<file path="config.mk">
export PLATFORM = sky130hd
export DESIGN_NAME = coef_bank_ctrl
export DESIGN_NICKNAME = d
export VERILOG_FILES = /design/src/rtl/coef_bank_ctrl.sv
export SDC_FILE = /design/constraint.sdc
export NUM_CORES = 1
export LEC_CHECK = 0
export ABC_AREA = 1
export ABC_CLOCK_PERIOD_IN_PS = 3510
export BUFFER_PORTS_ARGS = -buffer_cell sky130_fd_sc_hd__clkbuf_2
export CORE_MARGIN = 5
export CORE_UTILIZATION = 40
export CTS_CLUSTER_SIZE = 30
export DETAILED_ROUTE_END_ITERATION = 8
export HOLD_SLACK_MARGIN = 0.12
export PLACE_DENSITY_LB_ADDON = 0.3
export SLEW_MARGIN = 20
export SYNTH_ARGS = -nofsm -noshare
export SYNTH_HDL_FRONTEND = slang
export SYNTH_SLANG_ARGS = --single-unit
</file>
<file path="constraint.sdc">
create_clock -name clk -period 3.51 [get_ports clk]
set_clock_uncertainty 0.2 [all_clocks]
set_input_delay 0.8775 -clock clk [delete_from_list [all_inputs] [get_ports clk]]
set_output_delay 0.8775 -clock clk [all_outputs]
set_load 0.005 [all_outputs]
</file>
<file path="src/rtl/coef_bank_ctrl.sv">
// coef_bank_ctrl: double-buffered coefficient bank controller.
// A framed load stream fills the shadow bank. A complete frame is committed by
// flipping the bank select, but only while the datapath is not mid-sample
// (hold low). Malformed frames are reported and never committed.
// Optional feature: define COEF_BANK_CTRL_ERR_CNT_EN to add the saturating
// 8-bit err_cnt output that counts err_len pulses.
//
// Handshake: a beat transfers on a rising edge where s_coef_valid and
// s_coef_ready are both high. s_coef_ready depends only on the registered
// state, never on s_coef_valid.
module coef_bank_ctrl #(
  parameter int NCOEF = 6,
  parameter int COEFW = 18
) (
  input  logic             clk,
  input  logic             rst,
  input  logic [COEFW-1:0] s_coef_data,
  input  logic             s_coef_valid,
  input  logic             s_coef_last,
  output logic             s_coef_ready,
  input  logic             hold,
  output logic [COEFW-1:0] c [NCOEF],
  output logic             swapped,
  output logic             err_len,
  output logic             busy
`ifdef COEF_BANK_CTRL_ERR_CNT_EN
  ,
  output logic [7:0]       err_cnt
`endif
);

  localparam int IW = (NCOEF > 1) ? $clog2(NCOEF) : 1;
  localparam logic [IW-1:0] LAST_IDX = IW'(NCOEF - 1);

  typedef enum logic [1:0] {
    IDLE  = 2'd0,
    LOAD  = 2'd1,
    DRAIN = 2'd2,
    PEND  = 2'd3
  } state_t;

  state_t           r_state;
  logic             r_sel;
  logic [IW-1:0]    r_idx;
  logic [COEFW-1:0] r_bank [2][NCOEF];
  logic             r_swapped;
  logic             r_err_len;

  logic             w_xfer;
  logic             w_shadow;

  assign s_coef_ready = (r_state != PEND);
  assign busy         = (r_state != IDLE);
  assign swapped      = r_swapped;
  assign err_len      = r_err_len;
  assign w_xfer       = s_coef_valid & s_coef_ready;
  assign w_shadow     = ~r_sel;

  // Drive the active bank straight from the selected register bank.
  always_comb begin
    for (int i = 0; i < NCOEF; i++) begin
      c[i] = r_bank[r_sel][i];
    end
  end

  // Load/commit state machine; loads only ever touch the shadow bank.
  always_ff @(posedge clk or negedge rst) begin
    if (!rst) begin
      r_state   <= IDLE;
      r_sel     <= 1'b0;
      r_idx     <= '0;
      r_swapped <= 1'b0;
      r_err_len <= 1'b0;
      for (int b = 0; b < 2; b++) begin
        for (int i = 0; i < NCOEF; i++) begin
          r_bank[b][i] <= '0;
        end
      end
    end else begin
      r_swapped <= 1'b0;
      r_err_len <= 1'b0;
      case (r_state)
        IDLE: begin
          if (w_xfer) begin
            r_bank[w_shadow][0] <= s_coef_data;
            if (s_coef_last) begin
              if (NCOEF == 1) begin
                r_state <= PEND;
              end else begin
                r_err_len <= 1'b1;
              end
            end else if (NCOEF == 1) begin
              // Single-coefficient frame ran past its only slot.
              r_err_len <= 1'b1;
              r_state   <= DRAIN;
            end else begin
              r_idx   <= IW'(1);
              r_state <= LOAD;
            end
          end
        end
        LOAD: begin
          if (w_xfer) begin
            r_bank[w_shadow][r_idx] <= s_coef_data;
            if (s_coef_last) begin
              r_idx <= '0;
              if (r_idx == LAST_IDX) begin
                r_state <= PEND;
              end else begin
                // Short frame: the partial shadow contents are never committed.
                r_err_len <= 1'b1;
                r_state   <= IDLE;
              end
            end else if (r_idx == LAST_IDX) begin
              r_err_len <= 1'b1;
              r_state   <= DRAIN;
            end else begin
              r_idx <= r_idx + IW'(1);
            end
          end
        end
        DRAIN: begin
          // Swallow the rest of an overlong frame without writing anything.
          if (w_xfer && s_coef_last) begin
            r_idx   <= '0;
            r_state <= IDLE;
          end
        end
        PEND: begin
          if (!hold) begin
            r_sel     <= ~r_sel;
            r_swapped <= 1'b1;
            r_idx     <= '0;
            r_state   <= IDLE;
          end
        end
        default: begin
          r_idx   <= '0;
          r_state <= IDLE;
        end
      endcase
    end
  end

`ifdef COEF_BANK_CTRL_ERR_CNT_EN
  logic [7:0] r_err_cnt;

  // Count malformed-frame pulses, sticking at the top value.
  always_ff @(posedge clk or negedge rst) begin
    if (!rst) begin
      r_err_cnt <= '0;
    end else if (r_err_len && (r_err_cnt != 8'hFF)) begin
      r_err_cnt <= r_err_cnt + 8'd1;
    end
  end

  assign err_cnt = r_err_cnt;
`endif

endmodule
</file>
==> Word-level counts from Yosys, hierarchy flattened <==
Index checks and enable logic that the tools add are counted.
{ "word_totals": {"ramBits": 0, "output_inout_bits": 112, "latch_bits": 0, "elab_cells": 91, "mem_bits_ro": 0, "memories": 0, "ff_bits": 224, "inputBits": 23} }
{ "op_classes": {"magnitude_cmp": 5, "addsub": 1, "div": 0, "n_reduce_logical": 10, "shift": 0, "muxes": 40, "n_eq_ne": 12, "mul": 0, "bitwise": 6} }
{ "ops": {"columns": ["op", "count"], "rows": [
  ["$mux W108", 5],
  ["$bwmux W216", 2],
  ["$mux W216", 2],
  ["$pmux W216 S2", 1],
  ["$demux W108 S1", 2],
  ["$demux W18 S3", 1],
  ["$mux W3", 7],
  ["$mux W18", 1],
  ["$mux W2", 8],
  ["$ne A2 B2 Y1 const B", 6],
  ["$pmux W3 S4", 1],
  ["$reduce_and A6 Y1", 2],
  ["$mux W1", 8],
  ["$pmux W2 S4", 1],
  ["$ne A3 B3 Y1 const B", 2],
  ["$eq A2 B2 Y1 const B", 2],
  ["$ge A2 B2 Y1 const B", 2],
  ["$ge A4 B4 Y1 const B", 1],
  ["$lt A4 B1 Y1 const B", 1],
  ["$not A1 Y2", 2],
  ["$not A3 Y4", 1],
  ["$reduce_bool A2 Y1", 2],
  ["$add A3 B1 Y3 const B", 1],
  ["$eq A3 B3 Y1 const B", 1],
  ["other kinds (9)", 12]
]} }

==> Depth between registers and ports, before layout <==
Gate-level depths: netlist of run 1.
{ "logic_depth": {"depth_word": 10, "mapped_depth": 10, "depth_no_buf": 10} }

==> Worst setup path before layout of run 1 <==
No wires, ideal clock.
{ "synth_path": {"path_type": "reg-to-output", "startpoint": "reg r_sel", "endpoint": "out c[100] in the netlist's numbering", "path_buffers": 3, "stages_incl_launch_ff": 7, "required_ps": 2433, "arrival_ps": 1305, "setup_slack_ps": 1127, "cell_sequence": "dfrtp_1 inv_2 clkbuf_1 buf_2 buf_2 nand2_1 nand2_1"} }
{ "synth_rtl": {"columns": ["element", "line", "rtl"], "rows": [
  ["start, declared", "43", "logic r_sel;"],
  ["start signal, assigned", "131", "r_sel <= ~r_sel;"],
  ["end, declared", "22", "output logic [COEFW-1:0] c [NCOEF],"]
]} }

==> results of run 1 <==
## cell usage after synthesis, drive strengths merged
library cell / number
o21ai: 217
a21oi: 1
nand2: 578
dfrtp: 224
nor3: 6
xor2: 1
or2: 1
a211oi: 1
nor2: 15
buf: 37
clkbuf: 42
xnor2: 1
ha: 4
inv: 31
nand3: 9
## routing by layer
metal | wire length, um | share of wire (%) | global-route usage, % | vias to the layer above
li1 | - | - | - | 3849
met1 | 12300 | 50 | 28.4 | 3623
met2 | 10600 | 43 | 27.6 | 202
met3 | 1560 | 6.3 | 3.03 | 24
met4 | 298 | 1.2 | 3.21 | 0
met5 | 0 | 0 | 0 | -
## state kept, by name (all words and copies together) (netlist names)
name,flops
swapped,1
r_bank,216
r_state,2
r_idx,3
r_sel,1
err_len,1
## area by class of cell
type	count	share of cell area, %
Inverter	31	1.06
Multi-Input combinational cell	834	31.5
Timing Repair Buffer	144	7.18
Sequential cell	224	50.0
Clock inverter	8	0.613
Tap cell	319	3.56
Clock buffer	34	6.14
## cell families after synthesis
family	synth area share, %
xor+xnor	0.182
fa+ha+maj	0.519
simple gates	24.6
compound gates	11.4
flops	58.2
buf+inv	5.17
## metrics by stage
stage                     area, um2  setup slack (ns)
after CTS                     11200             0.396
after global routing          11200             0.294
after detailed placement      10500             0.941
after global placement        10500             0.973
after floorplan                9640              1.13
final                         11200             0.419
## power breakdown
group	switching, mW	leakage (nW)	internal, mW
logic	1.65	2.53	0.920
clock network	0.997	0.378	1.44
registers	0.382	3.00	3.24
## final timing paths
check,depth (start not counted),slack [ns],end
min,1,0.15,r_bank[93]
max in group asynchronous,2,2.15,r_bank[12]
max,5,0.42,c[24]
max reg2reg,4,1.20,r_bank[3]
min in group clk,2,0.28,r_bank[80]
min reg2reg,2,0.28,r_bank[80]
==> qor.yml, run 1 <==
outcome:
  outcome: "completed"
route:
  wl_um: 24800
  vias: 7698
  drc: 0
  viasPerCell: 4.83
  dr.pass1.iters: 6
  ant_nets: 0
  wl_per_cell_um: 15.5
  drtIter0Drc: 716
setup_path:
  critPathSlowestCell: "dfrtp_4"
  worstSetupStartpoint: "r_sel"
  worst_path_most_repeated_cell: "nand2_1"
  end_kind: "output port"
  path_delay_family: "buffers and inverters"
  cpPeakStageDelay_ns: 0.50
  critical_path.max_fanout: 34
  path_cells: "inv_4, buf_4, nand2_1, nand2_1, clkbuf_2"
  worst_ep_required_time_ns: 2.43
  crit_buf_inv: 3
  r2r-start: "r_sel"
  arrival_ns: 2.01
  start_kind: "flop"
  worstSetupPathType: "flop to output port"
cells_and_area:
  area_growth_pct: 16.5
  drive_gt1_share_pct: 15.5
  final_cells: 1594
  register_area_um2: 5610
  multi_input_area_um2: 3530
  utilization_pct: 47.5
  num_antenna_cells: 0
  final_common_cell: "nand2_1"
  fillers: 2352
  mostFrequentLayoutCells: "567 x nand2_1, 223 x dfrtp_1, 189 x o21ai_0"
  final_nets: 1286
clocking:
  tritoncts: "built"
  clock-sinks: 224
  cts_root_buffer: "clkbuf_16"
  post-cts-setup-buffers: 0
  htreeDepth: 1
  holdBufCountCts: 0
  cts_resized: 0
  clockBufferDepth: 3
  cts_buffers: 24
  clk_latency_ns: 0.52
  cts.clk_slew.worst_paths_ns: 0.06
die:
  coreArea_um2: 23600
  die_w_um: 165
  row_count: 56
  die_h_um: 165
  pin_count: 135
  initial_utilization_pct: 40.8
  dieArea_um2: 27300
grt:
  antenna_found_initial: 0
  grt_pass1_vias: 7336
  grt_overflow_total: 0
  grt_use_total_pct: 18.4
  grt_pass1_wl_um: 40400
  grt_start_max_net_pins: 112
synth:
  yosysWarnings: 0
  ys_ff_latch: 224
  synth_cell_types: 24
  synthesis.nets: 1195
  synth_top_area_cell: "dfrtp_1"
  syn_inst: 1168
  syn_area_um2: 9640
  synth_top_area_share_pct: 58.2
  yosysSeqAreaShare_pct: 58.2
  avgSynthCellArea_um2: 8.25
  ys_top_cells_by_area: "dfrtp_1 58%, nand2_1 22%, o21ai_0 9.8%"
placement:
  io_buffer_count: 134
  hpwlAfterDp_um: 15900
  place.gp.congestion: 0.813
  dp_cells: 1552
timing:
  rsz0062_at_grt: "false"
  fin_tns_setup_ns: 0
  finalSetupViolations: 0
  slew_headroom_pct: 53.0
  whs_ns: 0.152
  timing_hold_violations_final: 0
  fmax_mhz: 324
  report.final.slew_viol_count: 0
  worstMarginPinSlew_ns: 0.703
  period_share_pct: 88.0
  final.min_clock_period_ns: 3.09
pwr:
  power.total_mw: 8.63
  vdd_drop_max_v: 0.000273
  p_per_area_nw_per_um2: 769
  total_leakage_power_nw: 5.91
hold_path:
  hp-class: "input port to async pin"
run:
  max-cap-violations: 0
Note: power is estimated with default switching activity, not from simulation.
==> inputs of run 2 (changes only) <==
- CTS_BUF_LIST: not set -> sky130_fd_sc_hd__clkbuf_16
- GPL_TIMING_DRIVEN: not set -> 1
==> qor.yml, run 2 (synthesis results as in run 1) <==
timing:
  report.final.slew_viol_count: 0
  fin_tns_setup_ns: 0
  period_share_pct: 88.1
  finalSetupViolations: 0
  timing_hold_violations_final: 0
  worstMarginPinSlew_ns: 0.707
  rsz0062_at_grt: "false"
  final.min_clock_period_ns: 3.09
  slew_headroom_pct: 52.7
  fmax_mhz: 324
grt:
  antenna_found_initial: 0
  grt_pass1_wl_um: 40400
  met3_usage_pct: 3.03
  grt_use_met1_pct: 28.3
  met2_usage_pct: 27.7
  grt_overflow_total: 0
  grt_use_total_pct: 18.4
  grt_start_max_net_pins: 112
  grt_pass1_vias: 7348
  top_usage_layer: "met1"
placement:
  hpwlAfterDp_um: 15900
  place.gp.congestion: 0.813
  place_area_um2: 10500
  io_buffer_count: 134
cells_and_area:
  post-route-cell-area_um2: 11200
  drive_gt1_share_pct: 15.3
  largest_reg_flops: 216
  register_area_um2: 5610
  fillers: 2354
  final_common_cell: "nand2_1"
  num_antenna_cells: 0
  utilization_pct: 47.4
  reg.largest.list: "r_bank x216, r_idx x3, r_state x2"
  mostFrequentLayoutCells: "567 x nand2_1, 223 x dfrtp_1, 189 x o21ai_0"
  area_growth_pct: 16.2
  multi_input_area_um2: 3530
  final_nets: 1286
  top_register: "r_bank"
setup_path:
  worstSetupPathType: "flop to output port"
  start_kind: "flop"
  end_kind: "output port"
  r2r_end: "r_bank[3]"
  reg2reg_setup_slack_ns: 1.21
  r2r-start: "r_sel"
  arrival_ns: 2.01
  critical_path.max_fanout: 34
  worst_ep_required_time_ns: 2.43
  rr_worst_depth: 4
clocking:
  cts_resized: 0
  clock-sinks: 224
  post-cts-setup-buffers: 0
  tritoncts: "built"
  holdBufCountCts: 0
  clk_latency_ns: 0.51
  htreeDepth: 1
  clockBufferDepth: 3
  cts.clk_slew.worst_paths_ns: 0.06
  cts_root_buffer: "clkbuf_16"
  cts_buffers: 24
route:
  drtIter0Drc: 746
  drc: 0
  vias: 7695
  viasPerCell: 4.83
  wl_um: 24900
  dr.pass1.iters: 5
  ant_nets: 0
  wl_per_cell_um: 15.6
pwr:
  p_per_area_nw_per_um2: 764
  vdd_drop_max_v: 0.000275
  total_leakage_power_nw: 5.92
die:
  coreArea_um2: 23600
  die_h_um: 165
  die_w_um: 165
  pin_count: 135
  row_count: 56
  dieArea_um2: 27300
  initial_utilization_pct: 40.8
run:
  max-cap-violations: 0
hold_path:
  hp-class: "input port to async pin"
outcome:
  outcome: "completed"
## run 2: cell count changes in the layout (fill, tap and decap cells not counted)
cell      change
clkbuf_1      -6
clkinv_1      +3
inv_1         +6
clkbuf_8      -3
## run 2: layout make-up
type / instances / area share [%]
multi-input cells: 834 / 31.6
well taps: 319 / 3.57
repair buffers: 144 / 7.20
flip-flops and latches: 224 / 50.1
clock inverters: 17 / 0.917
inverters: 31 / 1.06
clock buffers: 25 / 5.59
## run 2: per-stage QoR
stage               std cells  power [mW]  setup slack, ns  hold WS, ns
finish                   1594        8.55            0.419        0.159
global route             1594        9.18            0.294        0.201
floorplan                1168        5.19             1.13        0.253
detailed placement       1552        6.27            0.941        0.273
CTS                      1594        8.66            0.396        0.189
global placement         1552        6.22            0.973        0.266
## run 2: worst max-delay path, stage by stage (launching register included)
cell and delay [ns]:
dfrtp_4 0.50, inv_4 0.35, buf_4 0.35, nand2_1 0.09, nand2_1 0.08, clkbuf_2 0.11
## run 2: metal layers
metal	wire, um	up-vias	share of wire [%]
li1	-	3853	-
met1	12400	3617	50
met2	10600	204	43
met3	1700	21	6.8
met4	243	0	0.98
met5	0	-	0
## run 2: worst max-delay path by stage
stage / start / endpoint / cells after the start
after floorplan: r_sel / c[100] / 6
after global placement: r_sel / c[18] / 5
after detailed placement: s_coef_valid / r_bank[3] / 5
after CTS: r_sel / c[35] / 5
after global routing: r_sel / c[23] / 5
final: r_sel / c[24] / 5
## run 2: where the power goes
part,internal [mW],switching (mW),total (mW)
sequential,3.24,0.382,3.63
combinational,0.920,1.66,2.57
clock,1.35,0.998,2.35
total,5.52,3.04,8.55
==> inputs of run 3 (changes only) <==
- BUFFER_PORTS_ARGS: -buffer_cell sky130_fd_sc_hd__clkbuf_2 -> not set
- CELL_PAD_IN_SITES_DETAIL_PLACEMENT: not set -> 0
- CELL_PAD_IN_SITES_GLOBAL_PLACEMENT: not set -> 1
- DONT_BUFFER_PORTS: not set -> 1
==> qor.yml, run 3 (synthesis results as in run 1) <==
timing:
  fin_ws_ns: 0.518
  whs_ns: -0.128
  report.final.slew_viol_count: 0
  finalSetupViolations: 0
  slew_headroom_pct: 51.2
  period_share_pct: 85.3
  rsz0062_at_grt: "false"
  final.min_clock_period_ns: 2.99
  timing_hold_violations_final: 124
  worstMarginPinSlew_ns: 0.732
  fin_tns_setup_ns: 0
  fmax_mhz: 334
clocking:
  clk_latency_ns: 0.51
  tritoncts: "built"
  clock-sinks: 224
  cts_root_buffer: "clkbuf_16"
  cts.clk_slew.worst_paths_ns: 0.06
  cts_buffers: 25
  htreeDepth: 1
  clockBufferDepth: 3
die:
  die_w_um: 165
  pin_count: 135
  die_h_um: 165
  coreArea_um2: 23600
  dieArea_um2: 27300
  initial_utilization_pct: 40.8
  row_count: 56
pwr:
  seqPwrFrac_pct: 45.3
  p_sw_share_pct: 35.8
  p_switching_mw: 2.87
  p_int_mw: 5.15
  power.total_mw: 8.02
  total_leakage_power_nw: 5.27
  power_frac_comb_pct: 26.4
  vdd_drop_max_v: 0.000405
  p_per_area_nw_per_um2: 769
  p_clk_share_pct: 28.3
hold_path:
  hp-class: "input port to async pin"
grt:
  grt_use_total_pct: 18.1
  grt_pass1_wl_um: 38900
  antenna_found_initial: 0
  grt_overflow_total: 0
  grt_pass1_vias: 6678
  grt_start_max_net_pins: 225
placement:
  dp_cells: 1414
  pre_cts_ws_ns: 1.01
  io_buffer_count: 0
  hpwlAfterDp_um: 15400
  place_area_um2: 9730
  place.gp.congestion: 0.808
run:
  max-cap-violations: 0
route:
  dr.pass1.iters: 5
  wl_um: 24900
  drtIter0Drc: 665
  vias: 7274
  ant_nets: 0
  drc: 0
  viasPerCell: 4.99
  wl_per_cell_um: 17.0
cells_and_area:
  largest_reg_flops: 216
  final_common_cell: "nand2_1"
  drive_gt1_share_pct: 4.39
  multi_input_area_um2: 3530
  top_register: "r_bank"
  mostFrequentLayoutCells: "567 x nand2_1, 223 x dfrtp_1, 189 x o21ai_0"
  area_growth_pct: 8.21
  fillers: 2460
  utilization_pct: 44.2
  final_nets: 1149
  final_cells: 1458
  post-route-cell-area_um2: 10400
  register_area_um2: 5610
  reg.largest.list: "r_bank x216, r_idx x3, r_state x2"
setup_path:
  start_kind: "flop"
  arrival_ns: 1.91
  worstSetupPathType: "flop to output port"
  worst_ep_required_time_ns: 2.43
  critical_path.max_fanout: 43
  end_kind: "output port"
outcome:
  outcome: "finished with violations"
  violations: "hold timing"
==> run 3: cell types whose count changed in the layout (fill, tap and decap cells not counted) <==
cell,change
buf_12,-2
clkinv_1,+6
clkbuf_2,-133
clkinv_2,-5
bufinv_16,-1
diode_2,+1
inv_1,+2
buf_8,-1
buf_4,-2
clkinv_4,-1
==> run 3: cell type report <==
| cell class | count | area share [%] |
|---|---|---|
| Antenna cell | 1 | 0.0240 |
| Clock buffer | 25 | 6.00 |
| Clock inverter | 18 | 0.660 |
| Inverter | 31 | 1.14 |
| Multi-Input combinational cell | 834 | 33.9 |
| Sequential cell | 224 | 53.8 |
| Tap cell | 319 | 3.83 |
| Timing Repair Buffer | 6 | 0.672 |
==> run 3: layer usage <==
metal | vias to the layer above | global-route usage, % | wire, um
met4 | 0 | 3.67 | 400
met3 | 28 | 4.77 | 1850
met1 | 3478 | 26.5 | 11700
met5 | - | 0 | 0
li1 | 3582 | - | -
met2 | 186 | 27.3 | 10900
==> run 3: worst paths after layout <==
check / startpoint / to / slack, ns / cells after the start
worst min register to register: r_bank[10] / r_bank[10] / 0.28 / 2
min in group clk: r_bank[10] / r_bank[10] / 0.28 / 2
worst max-delay path: r_sel / c[36] / 0.52 / 4
worst min-delay path: rst / r_bank[183] / -0.13 / 0
worst max register to register: r_sel / r_bank[115] / 1.15 / 5
max in group asynchronous: rst / r_bank[169] / 2.62 / 0
==> run 3: power by group through the flow <==
stage / Clock, mW / Sequential [mW] / Combinational (mW)
3_5_place_dp: 0 / 3.67 / 2.18
3_3_place_gp: 0 / 3.66 / 2.14
6_report: 2.27 / 3.64 / 2.12
2_1_floorplan: 0 / 3.55 / 1.64
4_1_cts: 2.34 / 3.63 / 2.18
5_1_grt: 2.44 / 3.72 / 2.47
==> run 3: worst max-delay path, stage by stage, from the launching register on <==
cell and delay [ns]:
dfrtp_4 0.50, inv_4 0.38, buf_12 0.29, nand2_1 0.07
nand2_1 0.13
==> run 3: timing repair <==
action	in CTS	in global routing
endpoints found under the hold margin	224	224
resized for setup	0	0
setup buffers	0	0
